`config.mk`:
```
export PLATFORM = sky130hd
export DESIGN_NAME = mac_seq_ctrl_flat
export DESIGN_NICKNAME = d
export VERILOG_FILES = /design/src/rtl/mac_seq_if.sv /design/src/rtl/mac_seq_ctrl.sv /design/src/flat_wrapper.sv
export SDC_FILE = /design/constraint.sdc
export NUM_CORES = 1
export LEC_CHECK = 0
export ABC_AREA = 1
export CAP_MARGIN = 20
export CORE_ASPECT_RATIO = 0.8
export CORE_MARGIN = 2
export CORE_UTILIZATION = 50
export CTS_BUF_LIST = sky130_fd_sc_hd__clkbuf_16
export CTS_CLUSTER_DIAMETER = 50
export DETAILED_ROUTE_END_ITERATION = 12
export GPL_ROUTABILITY_DRIVEN = 0
export PLACE_DENSITY = 0.78
export RECOVER_POWER = 50
export SETUP_SLACK_MARGIN = 0.05
export SLEW_MARGIN = 20
export SYNTH_ARGS = -nofsm -noshare
export SYNTH_HDL_FRONTEND = slang
export SYNTH_SLANG_ARGS = --single-unit
```
`constraint.sdc`:
```
create_clock -name clk -period 2.3 [get_ports clk]
set_input_delay 0.69 -clock clk [delete_from_list [all_inputs] [get_ports clk]]
set_output_delay 0.69 -clock clk [all_outputs]
set_load 0.005 [all_outputs]
```
`src/rtl/mac_seq_if.sv`:
```
// mac_seq_if: operand stream, control and result port of the MAC sequencer.
interface mac_seq_if #(parameter int ACC_W = 40, parameter int CNT_W = 8);
  logic             start;
  logic [CNT_W-1:0] len;
  logic             in_valid;
  logic             in_ready;
  logic [15:0]      in_a;
  logic [15:0]      in_b;
  logic             out_valid;
  logic             out_ready;
  logic [ACC_W-1:0] acc_out;
  logic             overflow;
  logic             busy;
  modport master (output start, len, in_valid, in_a, in_b, out_ready,
                  input in_ready, out_valid, acc_out, overflow, busy);
  modport slave (input start, len, in_valid, in_a, in_b, out_ready,
                 output in_ready, out_valid, acc_out, overflow, busy);
endinterface

```
`src/rtl/mac_seq_ctrl.sv`:
```
// mac_seq_ctrl: vector multiply-accumulate sequencer driving a shared 16x16 multiplier.
module mac_seq_ctrl #(
  parameter int ACC_W = 40,
  parameter int CNT_W = 8
) (
  input  logic        clk,
  input  logic        rst_n,
  mac_seq_if.slave    s,
  output logic [15:0] mul_a,
  output logic [15:0] mul_b,
  input  logic [31:0] mul_p
);
  typedef enum logic [1:0] {IDLE, LOAD, DRAIN, DONE} state_t;
  state_t state, nxt;
  logic [CNT_W-1:0] rem;
  logic v1, v2, ovf, hs, go;
  logic [31:0] prod;
  logic [ACC_W-1:0] acc;
  logic [ACC_W:0] sum;
  assign hs = s.in_valid & s.in_ready;
  assign go = state == IDLE && s.start;
  assign sum = {1'b0, acc} + (ACC_W+1)'(prod);
  assign s.in_ready = state == LOAD;
  assign s.out_valid = state == DONE;
  assign s.busy = state != IDLE;
  assign s.acc_out = acc;
  assign s.overflow = ovf;
  // The last product is still in flight while v2 is set and nothing follows it.
  always_comb begin
    nxt = state;
    if (go) nxt = s.len == '0 ? DONE : LOAD;
    if (state == LOAD && hs && rem == CNT_W'(1)) nxt = DRAIN;
    if (state == DRAIN && v2 && !v1) nxt = DONE;
    if (state == DONE && s.out_ready) nxt = IDLE;
  end
  always_ff @(posedge clk or negedge rst_n)
    if (!rst_n) state <= IDLE;
    else state <= nxt;
  always_ff @(posedge clk or negedge rst_n)
    if (!rst_n) begin
      mul_a <= '0;
      mul_b <= '0;
      rem <= '0;
      v1 <= 1'b0;
      v2 <= 1'b0;
      prod <= '0;
      acc <= '0;
      ovf <= 1'b0;
    end else begin
      v1 <= hs;
      v2 <= v1;
      if (hs) begin
        mul_a <= s.in_a;
        mul_b <= s.in_b;
        rem <= rem - CNT_W'(1);
      end
      if (v1) prod <= mul_p;
      if (go) begin
        acc <= '0;
        ovf <= 1'b0;
        rem <= s.len;
      end else if (v2) begin
        acc <= sum[ACC_W-1:0];
        ovf <= ovf | sum[ACC_W];
      end
    end
endmodule

```
`src/flat_wrapper.sv`:
```
// flat-port wrapper written by rule: the top's interface ports become plain ports
module mac_seq_ctrl_flat 
#(
  parameter int ACC_W = 40,
  parameter int CNT_W = 8
)
  (clk, rst_n, mul_a, mul_b, mul_p, s_start, s_len, s_in_valid, s_in_a, s_in_b, s_out_ready, s_in_ready, s_out_valid, s_acc_out, s_overflow, s_busy);
  mac_seq_if #(.ACC_W(ACC_W), .CNT_W(CNT_W)) s_i ();
  input  logic clk;
  input  logic rst_n;
  output logic [15:0] mul_a;
  output logic [15:0] mul_b;
  input  logic [31:0] mul_p;
  input wire logic [$bits(s_i.start)-1:0] s_start;
  input wire logic [$bits(s_i.len)-1:0] s_len;
  input wire logic [$bits(s_i.in_valid)-1:0] s_in_valid;
  input wire logic [$bits(s_i.in_a)-1:0] s_in_a;
  input wire logic [$bits(s_i.in_b)-1:0] s_in_b;
  input wire logic [$bits(s_i.out_ready)-1:0] s_out_ready;
  output wire logic [$bits(s_i.in_ready)-1:0] s_in_ready;
  output wire logic [$bits(s_i.out_valid)-1:0] s_out_valid;
  output wire logic [$bits(s_i.acc_out)-1:0] s_acc_out;
  output wire logic [$bits(s_i.overflow)-1:0] s_overflow;
  output wire logic [$bits(s_i.busy)-1:0] s_busy;
  assign s_i.start = s_start;
  assign s_i.len = s_len;
  assign s_i.in_valid = s_in_valid;
  assign s_i.in_a = s_in_a;
  assign s_i.in_b = s_in_b;
  assign s_i.out_ready = s_out_ready;
  assign s_in_ready = s_i.in_ready;
  assign s_out_valid = s_i.out_valid;
  assign s_acc_out = s_i.acc_out;
  assign s_overflow = s_i.overflow;
  assign s_busy = s_i.busy;
  mac_seq_ctrl #(.ACC_W(ACC_W), .CNT_W(CNT_W)) u_core (.clk(clk), .rst_n(rst_n), .s(s_i), .mul_a(mul_a), .mul_b(mul_b), .mul_p(mul_p));
endmodule
```
# Yosys cells after proc, flatten, opt, wreduce, memory -nomap -nowiden
# Index checks and enable logic that the tools add are counted.
dict set report classes {
  n_lt_le_gt_ge 0
  n_reduce_logical 13
  multipliers 0
  div 0
  shifts 0
  eq_ne 4
  n_addsub 2
  bitwise_logic 2
  muxes 11
}
# operator count
set op_table {}
lappend op_table {{two-way mux 40 bit} 2}
lappend op_table {{adder 40 x 32 -> 41 bit} 1}
lappend op_table {{two-way mux 8 bit} 2}
lappend op_table {{two-way mux 2 bit} 5}
lappend op_table {{== test 8 x 1 -> 1 bit (second input constant)} 1}
lappend op_table {{logical NOT 8 bit} 1}
lappend op_table {{subtractor 8 x 1 -> 8 bit (second input constant)} 1}
lappend op_table {{logical AND 1 bit} 6}
lappend op_table {{nonzero test 2 bit} 3}
lappend op_table {{== test 2 bit (second input constant)} 2}
lappend op_table {{nonzero test 4 bit} 1}
lappend op_table {{== test 2 x 1 -> 1 bit (second input constant)} 1}
lappend op_table {{logical NOT 2 bit} 1}
lappend op_table {{two-way mux 1 bit} 2}
lappend op_table {{AND 1 bit} 1}
lappend op_table {{logical NOT 1 bit} 1}
lappend op_table {{OR 1 bit} 1}
dict set report totals {
  out_inout_bits 76
  mem_count 0
  latchBits 0
  register_bits 117
  romBits 0
  inputBits 77
  word_cells 41
  ram_bits 0
}

# Depth between registers and ports, before layout
dict set report depth {
  word_depth 7
  depth_mapped 14
  depth_no_buf 14
}

# Least setup slack after synthesis
# No wires, ideal clock.
dict set report synth_timing {
  path_kind {register to register}
  from {register u_core.acc[0], in the netlist u_core.s.acc_out[0]}
  to {register u_core.acc[38], in the netlist u_core.s.acc_out[38]}
  stages_incl_launch_ff 13
  period_less_slack_ns 1.910
  arrival_ns 1.791
  path_slack_ns 0.390
  path_buffers 0
  setup_ns 0.119
  t_required_ns 2.181
  cell_sequence {dfrtp_1 ha_1 fa_1 nand3_1 nand3_2 nand2_1 nand2_1 nand2_1 nand3_2 nand2_1 nand2_1 a21oi_1 nor2_1}
}
dict set report synth_between {
  elab_chain_len 3
}
# element line_no
set synth_lines {}
lappend synth_lines {{start, declared} mac_seq_ctrl.sv:18} ;# logic [ACC_W-1:0] acc;
lappend synth_lines {{start signal, assigned} mac_seq_ctrl.sv:63} ;# acc <= sum[ACC_W-1:0];
lappend synth_lines {{adder 40 x 32 -> 41 bit} mac_seq_ctrl.sv:22} ;# assign sum = {1'b0, acc} + (ACC_W+1)'(prod);
lappend synth_lines {{two-way mux 40 bit} mac_seq_ctrl.sv:62} ;# end else if (v2) begin
lappend synth_lines {{two-way mux 40 bit} mac_seq_ctrl.sv:58} ;# if (go) begin
# Every way passes these cells. The select of a mux whose other input is x is not followed.
# A chain may end at the register's enable or synchronous reset.

# Final worst setup path
dict set report layout_timing {
  from {register u_core.state[1]}
  to {output port s_busy}
}
dict set report layout_between {
  elab_chain_len 1
}
# element line_no
set layout_lines {}
lappend layout_lines {{start, declared} mac_seq_ctrl.sv:14} ;# state_t state, nxt;
lappend layout_lines {{start signal, assigned} mac_seq_ctrl.sv:38} ;# else state <= nxt;
lappend layout_lines {{nonzero test 2 bit} mac_seq_ctrl.sv:25} ;# assign s.busy = state != IDLE;
lappend layout_lines {{end, declared} flat_wrapper.sv:24} ;# output wire logic [$bits(s_i.busy)-1:0] s_busy;
# Every way passes these cells.

==> reports/results.tsv <==
metric	value	unit
status	complete, but fails checks	
failing checks	max-capacitance violations, max-slew violations	
CTS tree	done	
Final #Nets	1355	
#FFs+latches synth	117	
Cells on Worst Hold Path	2	
Sw Ratio	43.6	%
Pint	7.16	mW
Mapped Avg Cell Area	6.77	µm²
CTS sink cnt	117	
Worst Skew	0.00892	ns
Iter 0 DRT Violations	594	
PD cells	1320	nW/µm²
cell area after layout	9650	µm²
Inserted Clock Buffers	17	
Fill cells	1225	
drt first pass iters	6	
Seq/Total Area, Yosys	39.9	%
CP max-delay cell	clkdlybuf4s50_1	
crit path DAT	1.50	ns
cell row count	39	
Critical Path Max Stage Delay	0.47	ns
Peak supply drop	817	µV
Hold-fix buffers, CTS	0	
postcts setup bufs	0	
final slew viol count	118	
pin count of the biggest net entering global routing	118	
Avg WL per Cell	14.2	µm
Die W	139	µm
clock share of power	20.5	%
top cells by area, synth	dfrtp_1 40%, nand2_1 25%, inv_1 6.7%	
Via density	5.12	
CP Cell Sequence	nor2_2, inv_1, clkdlybuf4s50_1	
overflow left after global routing	0	
Max Cap Violations	1	
Clock Latency Late Sink	0.42	ns
Peak Freq	456	MHz
Placed Area	9090	µm²
initial antenna violation count	0	
Reg2Reg Depth	12	
final setup vio count	0	
syn_nets	1195	
Req. time, crit path	1.61	ns
proportion of layout cells with a drive suffix above 1	7.01	%
IO Count	153	
Post-DRT Antenna Nets	0	
async set-reset flop share out of synthesis	100	%
WS Path Type	reg -> out	
Mapped Area	7330	µm²
CORE AREA	14300	µm²
Yosys cell types	39	
Die Y	112	µm
n_diodes	0	
ys flop type	dfrtp_1	
startpoint class of the critical path	flip-flop	
Mapped Cells	1083	
R2R setup slack	0.18	ns
HP Start	u_core.prod[7]	
headroom to the max-slew limit	-6.97	%
routed wire length	20400	µm
Final Hold Vio Count	0	
Ys Warns	0	
routed via count	7371	
Tmin final	2.19	ns
Reg2Reg Capture Point	u_core.s.acc_out[35]	
DP HPWL	15100	µm
worst-path fanout max	5	
Synth top cells by count	496 x nand2_1, 131 x inv_1, 117 x dfrtp_1, 77 x nor2_1, 44 x a21oi_1	
RSZ-0062 raised after global routing	false	
crit end category	output port	
Gate power share	51.1	%
H-Tree Depth	4	
setup total negative slack	0	ns
Clock Path Buffers	2	
Tot GR Track Use	27.1	%
Clk pin slew, worst setup/hold paths	0.06	ns
final period utilization	95.4	%
Reg-to-Reg Start	u_core.s.acc_out[22]	
first-pass GRT wire length	34200	µm
Sequential Power Share	28.4	%
die area	15700	µm²
Worst-Margin Slew	1.60	ns
Post-synth EDFFs	0	
Synth top area share	39.9	%
Initial Utilization	51.3	%
vias in the first global route	7165	
root buffer cell	clkbuf_16	
switching power	5.53	mW
DRC	0	
top cell type by total area after synthesis	dfrtp_1	
most numerous cell in the Yosys netlist	nand2_1	
leakage	5.15	nW
area growth from synthesis to layout	31.6	%
hold worst-path end	u_core.prod[7]	
I/O Buffers	152	
min-delay worst type	reg -> reg	
==> through the flow <==
stage | utilization [%] | setup slack [ns] | hold slack, ns | instances | total power, mW
detailed placement | 63.6 | 0.166 | 0.463 | 1408 | 10.0
global route | 67.5 | 0.0385 | 0.492 | 1440 | 13.8
finish | 67.5 | 0.106 | 0.472 | 1440 | 12.7
global placement | 63.6 | 0.247 | 0.458 | 1408 | 9.91
floorplan | - | 0.390 | 0.352 | 1083 | 7.53
CTS | 67.6 | 0.0611 | 0.392 | 1440 | 12.7
==> worst max-delay path by stage <==
| stage | start | end | slack (ns) | depth (start not counted) |
|---|---|---|---|---|
| final | u_core.state[1] | s_busy | 0.11 | 3 |
| after global routing | rst_n | u_core.state[1] | 0.04 | 2 |
| after detailed placement | s_start | u_core.s.acc_out[3] | 0.17 | 6 |
| after CTS | u_core.state[1] | s_busy | 0.06 | 3 |
| after global placement | u_core.s.acc_out[0] | u_core.s.acc_out[32] | 0.25 | 12 |
| after floorplan | u_core.s.acc_out[0] | u_core.s.acc_out[38] | 0.39 | 12 |
==> power by group through the flow <==
stage | combinational [mW] | clock [mW] | sequential [mW]
3_5_place_dp | 6.43 | 0 | 3.60
5_1_grt | 7.31 | 2.74 | 3.72
6_report | 6.49 | 2.60 | 3.61
4_1_cts | 6.48 | 2.64 | 3.60
3_3_place_gp | 6.31 | 0 | 3.59
2_1_floorplan | 4.08 | 0 | 3.45
==> worst max-delay path: cells and delay by family, from the launching register on <==
| kind | cells | cell delay [ns] |
|---|---|---|
| buf+inv | 2 | 0.52 |
| flops | 1 | 0.44 |
| simple gates | 1 | 0.13 |
==> cell families after synthesis <==
group	share of synthesized area (%)
AND/OR/NAND/NOR	37.7
flip-flops	39.9
adder cells (fa/ha/maj)	6.08
XOR/XNOR	0.597
AO/OA/AOI/OAI	7.32
buffers and inverters	8.36
==> layout by cell type (no fill, tap or decap), types with 3 or more instances in the layout <==
cell type	n
nand3b_1	7
clkinv_4	3
nand2_1	496
inv_1	133
buf_4	6
clkbuf_16	17
o211ai_1	4
a21oi_1	44
nor4_1	4
nor2_2	8
inv_6	4
dfrtp_1	116
nand2_2	14
nand4_1	4
nand3_1	36
clkdlybuf4s50_1	149
ha_1	32
nor3_1	11
nand3_2	11
o21ai_0	33
inv_2	3
xnor2_1	3
nor2_1	75
==> registers in the layout, summed over array words and instances (netlist names) <==
name	flops
u_core.mul_a	16
u_core.rem	8
u_core.prod	32
u_core.state	2
u_core.s.acc_out	40
u_core.v1	1
u_core.s.overflow	1
u_core.mul_b	16
u_core.v2	1
==> per-layer routing <==
| layer | GRT usage (%) | share of wire, % | up-vias |
|---|---|---|---|
| li1 | - | - | 3685 |
| met1 | 37.0 | 46 | 3331 |
| met2 | 41.0 | 42 | 311 |
| met3 | 8.70 | 9.9 | 44 |
| met4 | 9.43 | 2.5 | 0 |
| met5 | 0 | 0 | - |
==> final cells by class <==
| cell class | count | area [µm²] | share of cell area, % |
|---|---|---|---|
| Multi-Input combinational cell | 808 | 3810 | 39.5 |
| Sequential cell | 117 | 2930 | 30.4 |
| Timing Repair Buffer | 164 | 1590 | 16.5 |
| Inverter | 135 | 507 | 5.25 |
| Clock buffer | 17 | 425 | 4.41 |
| Tap cell | 184 | 230 | 2.39 |
| Clock inverter | 15 | 154 | 1.59 |
==> what timing repair did <==
item / 4_1_cts / 5_1_grt
pin swaps: 1 / 0
resized for setup: 1 / 8
setup endpoints to repair: 1 / 10
Note: power is estimated with default switching activity, not from simulation.
